File: src/rtl/player_fsm.sv
// Per-player action controller: converts buttons and hit events into a sprite
// state code, x position and hitbox flags, updating once per video frame.
module player_fsm #(
    parameter bit FACE_RIGHT  = 1'b1,
    parameter int START_X     = 100,
    parameter int START_Y     = 300,
    parameter int MIN_X       = 0,
    parameter int MAX_X       = 527,
    parameter int FWD_SPEED   = 3,
    parameter int BACK_SPEED  = 2,
    parameter int KNOCKBACK   = 1,
    parameter int ATK_START_N = 5,
    parameter int ATK_END_N   = 2,
    parameter int ATK_PULL_N  = 16,
    parameter int DIR_START_N = 4,
    parameter int DIR_END_N   = 3,
    parameter int DIR_PULL_N  = 15,
    parameter int HITSTUN_N   = 15
) (
    input  logic       clk,
    input  logic       rst,
    input  logic       frame_tick,
    input  logic       btn_left,
    input  logic       btn_right,
    input  logic       btn_attack,
    input  logic       btn_block,
    input  logic       got_hit,
    output logic [3:0] currentstate,
    output logic [9:0] posx,
    output logic [9:0] posy,
    output logic       hit_active,
    output logic       hit_dir,
    output logic       blocking
);

    localparam int unsigned SW = 4;
    localparam int unsigned XW = 10;
    localparam int unsigned CW = 5;
    localparam int unsigned AW = 12;

    localparam int FWD_STEP  = FACE_RIGHT ? FWD_SPEED : -FWD_SPEED;
    localparam int BACK_STEP = FACE_RIGHT ? -BACK_SPEED : BACK_SPEED;
    localparam int KB_STEP   = FACE_RIGHT ? -KNOCKBACK : KNOCKBACK;

    typedef enum logic [SW-1:0] {
        ST_IDLE   = 4'd0,
        ST_WALK_F = 4'd1,
        ST_WALK_B = 4'd2,
        ST_ATK_S  = 4'd3,
        ST_ATK_E  = 4'd4,
        ST_ATK_P  = 4'd5,
        ST_DIR_S  = 4'd6,
        ST_DIR_E  = 4'd7,
        ST_DIR_P  = 4'd8,
        ST_HIT    = 4'd9,
        ST_BLOCK  = 4'd10
    } state_e;

    state_e          state_q, state_d, nxt_state;
    logic [CW-1:0]   fcnt_q, fcnt_d;
    logic            atk_prev_q, atk_prev_d;
    logic [XW-1:0]   posx_q, posx_d;
    logic            hit_active_q, hit_active_d;
    logic            hit_dir_q, hit_dir_d;
    logic            blocking_q, blocking_d;

    logic            fwd, back, atk_edge, cnt_done;
    logic signed [AW-1:0] step, pos_sum;
    logic [XW-1:0]   pos_sat;

    function automatic logic is_timed(input state_e s);
        return s inside {ST_ATK_S, ST_ATK_E, ST_ATK_P, ST_DIR_S, ST_DIR_E, ST_DIR_P, ST_HIT};
    endfunction

    // Count loaded on entry; the state then lasts exactly N ticks.
    function automatic logic [CW-1:0] entry_count(input state_e s);
        case (s)
            ST_ATK_S: return CW'(ATK_START_N - 1);
            ST_ATK_E: return CW'(ATK_END_N - 1);
            ST_ATK_P: return CW'(ATK_PULL_N - 1);
            ST_DIR_S: return CW'(DIR_START_N - 1);
            ST_DIR_E: return CW'(DIR_END_N - 1);
            ST_DIR_P: return CW'(DIR_PULL_N - 1);
            ST_HIT:   return CW'(HITSTUN_N - 1);
            default:  return '0;
        endcase
    endfunction

    assign fwd      = FACE_RIGHT ? btn_right : btn_left;
    assign back     = FACE_RIGHT ? btn_left  : btn_right;
    assign atk_edge = btn_attack & ~atk_prev_q;
    assign cnt_done = (fcnt_q == '0);

    // Next-state selection; hits preempt everything except hitstun and block.
    always_comb begin
        nxt_state = state_q;
        if (got_hit && state_q != ST_HIT && state_q != ST_BLOCK) begin
            nxt_state = ST_HIT;
        end else if (got_hit && state_q == ST_BLOCK) begin
            nxt_state = ST_BLOCK;
        end else begin
            case (state_q)
                ST_IDLE, ST_WALK_F, ST_WALK_B: begin
                    if (btn_block)          nxt_state = ST_BLOCK;
                    else if (atk_edge && fwd) nxt_state = ST_DIR_S;
                    else if (atk_edge)      nxt_state = ST_ATK_S;
                    else if (fwd && !back)  nxt_state = ST_WALK_F;
                    else if (back && !fwd)  nxt_state = ST_WALK_B;
                    else                    nxt_state = ST_IDLE;
                end
                ST_ATK_S: nxt_state = cnt_done ? ST_ATK_E : ST_ATK_S;
                ST_ATK_E: nxt_state = cnt_done ? ST_ATK_P : ST_ATK_E;
                ST_ATK_P: nxt_state = cnt_done ? ST_IDLE  : ST_ATK_P;
                ST_DIR_S: nxt_state = cnt_done ? ST_DIR_E : ST_DIR_S;
                ST_DIR_E: nxt_state = cnt_done ? ST_DIR_P : ST_DIR_E;
                ST_DIR_P: nxt_state = cnt_done ? ST_IDLE  : ST_DIR_P;
                ST_HIT:   nxt_state = cnt_done ? ST_IDLE  : ST_HIT;
                ST_BLOCK: nxt_state = btn_block ? ST_BLOCK : ST_IDLE;
                default:  nxt_state = ST_IDLE;
            endcase
        end
    end

    // Movement for the upcoming state, saturated to the playfield.
    always_comb begin
        case (nxt_state)
            ST_WALK_F: step = AW'(FWD_STEP);
            ST_WALK_B: step = AW'(BACK_STEP);
            ST_HIT:    step = AW'(KB_STEP);
            default:   step = '0;
        endcase
        pos_sum = $signed({2'b00, posx_q}) + step;
        if (pos_sum < AW'(MIN_X))      pos_sat = XW'(MIN_X);
        else if (pos_sum > AW'(MAX_X)) pos_sat = XW'(MAX_X);
        else                           pos_sat = XW'(pos_sum);
    end

    // Register updates happen only on frame ticks.
    always_comb begin
        state_d      = state_q;
        fcnt_d       = fcnt_q;
        atk_prev_d   = atk_prev_q;
        posx_d       = posx_q;
        hit_active_d = hit_active_q;
        hit_dir_d    = hit_dir_q;
        blocking_d   = blocking_q;
        if (frame_tick) begin
            state_d    = nxt_state;
            atk_prev_d = btn_attack;
            posx_d     = pos_sat;
            if (nxt_state != state_q && is_timed(nxt_state)) begin
                fcnt_d = entry_count(nxt_state);
            end else if (is_timed(nxt_state)) begin
                fcnt_d = fcnt_q - CW'(1);
            end else begin
                fcnt_d = '0;
            end
            hit_active_d = (nxt_state == ST_ATK_E) || (nxt_state == ST_DIR_E);
            hit_dir_d    = (nxt_state == ST_DIR_E);
            blocking_d   = (nxt_state == ST_BLOCK);
        end
    end

    always_ff @(posedge clk or posedge rst) begin
        if (rst) begin
            state_q      <= ST_IDLE;
            fcnt_q       <= '0;
            atk_prev_q   <= 1'b1;
            posx_q       <= XW'(START_X);
            hit_active_q <= 1'b0;
            hit_dir_q    <= 1'b0;
            blocking_q   <= 1'b0;
        end else begin
            state_q      <= state_d;
            fcnt_q       <= fcnt_d;
            atk_prev_q   <= atk_prev_d;
            posx_q       <= posx_d;
            hit_active_q <= hit_active_d;
            hit_dir_q    <= hit_dir_d;
            blocking_q   <= blocking_d;
        end
    end

    assign currentstate = state_q;
    assign posx         = posx_q;
    assign posy         = XW'(START_Y);
    assign hit_active   = hit_active_q;
    assign hit_dir      = hit_dir_q;
    assign blocking     = blocking_q;

endmodule

File: config.mk
export PLATFORM = sky130hd
export DESIGN_NAME = player_fsm
export DESIGN_NICKNAME = d
export VERILOG_FILES = /design/src/rtl/player_fsm.sv
export SDC_FILE = /design/constraint.sdc
export NUM_CORES = 1
export LEC_CHECK = 0
export ABC_AREA = 0
export CELL_PAD_IN_SITES_DETAIL_PLACEMENT = 1
export CELL_PAD_IN_SITES_GLOBAL_PLACEMENT = 2
export CORE_AREA = 2 2 84 86
export DETAILED_ROUTE_END_ITERATION = 6
export DIE_AREA = 0 0 86 88
export GPL_TIMING_DRIVEN = 0
export PLACE_DENSITY = 0.84
export SLEW_MARGIN = 20
export SYNTH_ARGS = -nofsm -noshare
export SYNTH_HDL_FRONTEND = slang
export SYNTH_SLANG_ARGS = --single-unit
File: constraint.sdc
create_clock -name clk -period 12.15 [get_ports clk]
set_input_delay 1.8225 -clock clk [delete_from_list [all_inputs] [get_ports clk]]
set_output_delay 1.8225 -clock clk [all_outputs]
set_load 0.02 [all_outputs]
======== After elaboration in Yosys (flattened, before gate mapping) ========
Cells that the tools add are included.
word-level totals
  output and inout bits ................... 27
  register bits ........................... 23
  logic and storage cells ................. 73
operators by class
  magnitude comparators ................... 2
  bitwise operators ....................... 2
  eq/ne operators ......................... 23
  reduce and logical (&&, ||, !) cells .... 15
  multiplexer cells ....................... 22
  $add $sub $neg .......................... 2
operator list
  operator              number
  $pmux 12 s3           1
  $pmux 4 s9            1
  $eq 4x3->1 const B    8
  $mux 4                7
  $eq 4x4->1 const B    6
  $pmux 4 s6            1
  $mux 10               2
  $eq 4x2->1 const B    4
  $add 11x12->12        1
  $gt 12x11->1 const B  1
  $lt 12x1->1 const B   1
  $mux 5                2
  $mux 3                3
  $eq 4x1->1 const B    2
  $ne 4x4->1 const B    2
  $logic_and 1x1->1     7
  $reduce_bool 7->1     1
  $mux 2                3
  $logic_not 5->1       1
  $sub 5x1->5 const B   1
  $logic_not 4->1       1
  $ne 4x4->1            1
  $reduce_or 3->1       1
  $logic_not 1->1       2
  other kinds (5)       6

======== Logic depth before layout (Yosys ltp) ========
  word-level depth ........................ 16
  mapped depth ............................ 18

======== Worst setup path after synthesis ========
No wires, ideal clock.
  path kind ............................... input-to-reg
  start ................................... input port btn_attack
  end ..................................... register posx_q[5] (netlist: posx[5])
  setup time .............................. 73 ps
  arrival ................................. 5,258 ps
  path buffers ............................ 1
  path slack .............................. 6,818 ps
  data required time ...................... 12,077 ps
  cell stages on the path ................. 15
  cells stage by stage .................... nor2b_1 -> o41ai_4 -> o211ai_4 -> o21a_1 -> mux2i_4 -> ha_1 -> clkbuf_1 -> a2111oi_2 -> o21ai_0 -> a221oi_1 -> o21bai_1 -> or3_1 -> mux2i_1 -> nand2_1 -> o2bb2ai_1
between the ends
  word-level cells in the longest chain between the ends .. 13
RTL lines
  element                                      line      source
  start, declared                              25        input logic btn_attack,
  $and 1x1->1 (*)                              91        assign atk_edge = btn_attack & ~atk_prev_q;
  $mux 2 or $logic_and 1x1->1 (tied branches)  106, 105
  $mux 3 (*)                                   105       else if (atk_edge && fwd) nxt_state = ST_DIR_S;
  $mux 4 (*)                                   104       if (btn_block) nxt_state = ST_BLOCK;
  $pmux 4 s9 (*)                               102       case (state_q)
  $mux 4 (*)                                   99        end else if (got_hit && state_q == ST_BLOCK) begin
  $mux 4 (*)                                   97        if (got_hit && state_q != ST_HIT && state_q != ST_BLOCK) begin
  $eq 4x4->1, or another cell as far along     126       case (nxt_state)
  $pmux 12 s3 (*)                              126
  $add 11x12->12 (*)                           132       pos_sum = $signed({2'b00, posx_q}) + step;
  $gt 12x11->1                                 134       else if (pos_sum > AW'(MAX_X)) pos_sat = XW'(MAX_X);
  $mux 10                                      134
  $mux 10 (*)                                  133       if (pos_sum < AW'(MIN_X)) pos_sat = XW'(MIN_X);
  end signal, assigned                         169       posx_q <= XW'(START_X);
  end signal, assigned                         177       posx_q <= posx_d;
  end, declared                                62        logic [XW-1:0] posx_q, posx_d;
Every way passes the cells marked *; elsewhere a longest branch is shown, timed or not.
A chain may end at the register's enable or synchronous reset.

======== Worst setup path after layout ========
  start ................................... input port btn_block
  end ..................................... register posx_q[5] (netlist: posx[5])
between the ends
  word-level cells in the longest chain between the ends .. 10
RTL lines
  element                                   line      source
  start, declared                           26        input logic btn_block,
  $mux 4 (on tied branches)                 104, 118
  $pmux 4 s9 (*)                            102
  $mux 4 (*)                                99
  $mux 4 (*)                                97
  $eq 4x4->1, or another cell as far along  126
  $pmux 12 s3 (*)                           126
  $add 11x12->12 (*)                        132
  $gt 12x11->1                              134
  $mux 10                                   134
  $mux 10 (*)                               133
Marks and branches as above.

==> metrics <==
status finished, final reports clean; asr flop ratio synth 100%; initial antenna violation count 0; syn avg cell area 9.09 um^2; clock latency on the worst-skew pair 0.28 ns; Initial Util 35.4%; Die X 86 um; Final #Nets 318; CTS tree done; WHS Path Cells 1; maxcap violations 0; Post-Place Cell Area 2720 um^2; Post-Syn Instances 259; All-Layer GR Usage 17.8%; layout cell share with drive strength beyond 1 17.6%; final std cells w/o fill 375; most frequent cells in the layout clkdlybuf4s50_1, nand2_1, dfrtp_1; Yosys reg bits 23; fin util 41.7%; FF-to-FF setup slack 7.20 ns; Max Clk Rate 0.160 GHz; Clock Skew 0.0163 ns; final-report max-slew violation count 0; EDFF count, synth 0; final instance area 2770 um^2; top-level I/O count 35; yosys warns 0; mapped cell area 2350 um^2; Final Setup Violations 0; TNS Setup 0 ns; first-pass GRT wire length 10800 um; largest net degree at the start of global routing 24; WL final 6210 um; Worst Path Required 12.37 ns; CORE AREA 6640 um^2; r2r worst-path depth 17; die area 7570 um^2; WL/cell 16.6 um; total global routing overflow 0; Antenna diodes 0; Port Buffers 24; Netlist cell types 73; Resize count post-CTS 0; clock-pin slew on the worst setup and hold paths 0.11 ns; Critical Path Start Type input pin; Slew @ Worst Pin 0.970 ns; Final HPWL DP 4870 um; Final Cycle Share 51.3%; vias post-DR 2107; Setup Buffers After CTS 0; CTS root buf clkbuf_8; RSZ-0062 raised after global routing no; worst rel slew slack 35.3%; DR vias/cell 5.62; Hold Startpoint posx[6]; Inst Count DP 371; commonest non-fill, non-tap cell in the layout clkdlybuf4s50_1; fin crit period 6.24 ns; DRT Pass-1 Iters 4; Die Y 88 um; critical setup path kind in2reg; CTS Sinks 23; Reg-to-Reg End posx[5]; sequential fraction of the synthesis area 24.7%; r2r startpoint fcnt_q[0]; Routed Antenna Nets 0; combined area of the multi-input logic cells 1630 um^2; Post-route DRC 0; 1st-iter DRT viols 59; maximum root-to-sink buffer count 2; hold worst-path end posx[6]; number of fill cells 776; vias in the first global route 2204; CP arrival 6.45 ns; Final Wtd Congestion 0.801; FF/Latch Area 581 um^2; Rows 30; H-tree Lvls 1; Primary FF master, synth dfrtp_1; hold violation total from the final report 0; Hold Path Class reg2reg; Crit. End Element register; Max FO, Critical Path 13; cts hold-fix bufs 0; CTS Buf Count 3; Area Growth Syn to Fin 17.7%
stage by stage:
stage                     setup WS [ns]  hold WS (ns)
after floorplan                    6.82         0.518
after global placement             5.62         0.480
after detailed placement           5.55         0.476
after CTS                          5.85         0.504
after global routing               5.36         0.517
final                              5.91         0.498
synthesized netlist by cell type, drive strengths merged (2+ instances only):
| cell type | n | area [um^2] |
|---|---|---|
| clkbuf | 5 | 18.8 |
| buf | 15 | 114 |
| or3 | 5 | 31.3 |
| nand2 | 21 | 81.3 |
| a211oi | 3 | 22.5 |
| o21a | 6 | 45.0 |
| o31ai | 2 | 20.0 |
| nand4 | 2 | 18.8 |
| dfrtp | 19 | 475 |
| conb | 2 | 7.51 |
| xor2 | 3 | 26.3 |
| nor2 | 17 | 66.3 |
| mux2 | 5 | 56.3 |
| nor3 | 2 | 21.3 |
| xnor2 | 7 | 61.3 |
| a21o | 5 | 37.5 |
| a2bb2oi | 2 | 35.0 |
| nand3 | 7 | 35.0 |
| o21bai | 2 | 15.0 |
| a31oi | 6 | 43.8 |
| o21ai | 15 | 82.6 |
| a2111oi | 3 | 57.6 |
| dfstp | 4 | 105 |
| a22oi | 2 | 15.0 |
| and2 | 2 | 12.5 |
| a21oi | 16 | 95.1 |
| ha | 13 | 163 |
| mux2i | 4 | 52.6 |
| nand2b | 6 | 37.5 |
| o2bb2ai | 7 | 61.3 |
| inv | 12 | 45.0 |
| a22o | 5 | 43.8 |
| nor2b | 3 | 18.8 |
| and3 | 3 | 20.0 |
| nand3b | 3 | 22.5 |
| o211ai | 6 | 63.8 |
worst max path at each step:
stage	from	endpoint	slack (ns)	cells past startpoint
6_report	btn_block	posx[5]	5.91	16
5_1_grt	btn_block	posx[5]	5.36	16
4_1_cts	btn_block	posx[5]	5.85	16
3_5_place_dp	btn_block	posx[5]	5.55	16
3_3_place_gp	btn_block	posx[5]	5.62	16
2_1_floorplan	btn_attack	posx[5]	6.82	15
sequential cells by signal, summed over array words and instances (netlist names):
signal / flops
posx: 10
fcnt_q: 5
currentstate: 4
atk_prev_q: 1
blocking: 1
hit_active: 1
hit_dir: 1
worst max-delay path, stage by stage:
cell             delay [ns]
clkdlybuf4s50_1        0.54
nor2b_1                0.22
o41ai_4                0.48
o211ai_4               0.18
o21a_1                 0.24
mux2i_4                0.43
ha_1                   0.33
clkbuf_1               0.20
a2111oi_2              0.34
o21ai_0                0.24
a221oi_1               0.40
o21bai_1               0.16
or3_1                  0.36
mux2i_1                0.19
nand2_1                0.15
o2bb2ai_1              0.17
logic make-up (layout without fill, tap and decap cells):
| kind of cell | Yosys count | after routing | share of synthesized area, % |
|---|---|---|---|
| mux | 9 | 9 | 4.63 |
| simple gates | 76 | 76 | 18.1 |
| fa+ha+maj | 14 | 14 | 7.76 |
| compound gates | 93 | 93 | 33.3 |
| flops | 23 | 23 | 24.7 |
| buf+inv | 32 | 60 | 7.55 |
| xor+xnor | 10 | 10 | 3.72 |
| other cells | 2 | 10 | 0.319 |
routing by layer:
metal	up-vias	global-route usage [%]	wire length [um]
met3	4	1.41	221
li1	1015	-	-
met4	0	5.05	64
met1	1046	25.0	3030
met5	-	0	0
met2	42	29.5	2890
area by class of cell:
| type | instances | share of cell area (%) |
|---|---|---|
| plain buffers | 20 | 4.79 |
| clock buffers | 3 | 1.49 |
| clock inverters | 1 | 0.181 |
| inverters | 12 | 1.63 |
| multi-input cells | 212 | 58.7 |
| flip-flops and latches | 23 | 21.0 |
| well taps | 80 | 3.61 |
| repair buffers | 24 | 8.67 |
Power is left out: the tool's default activity adds up to more than one toggle a clock period on the data nets, which glitch-free logic cannot reach.
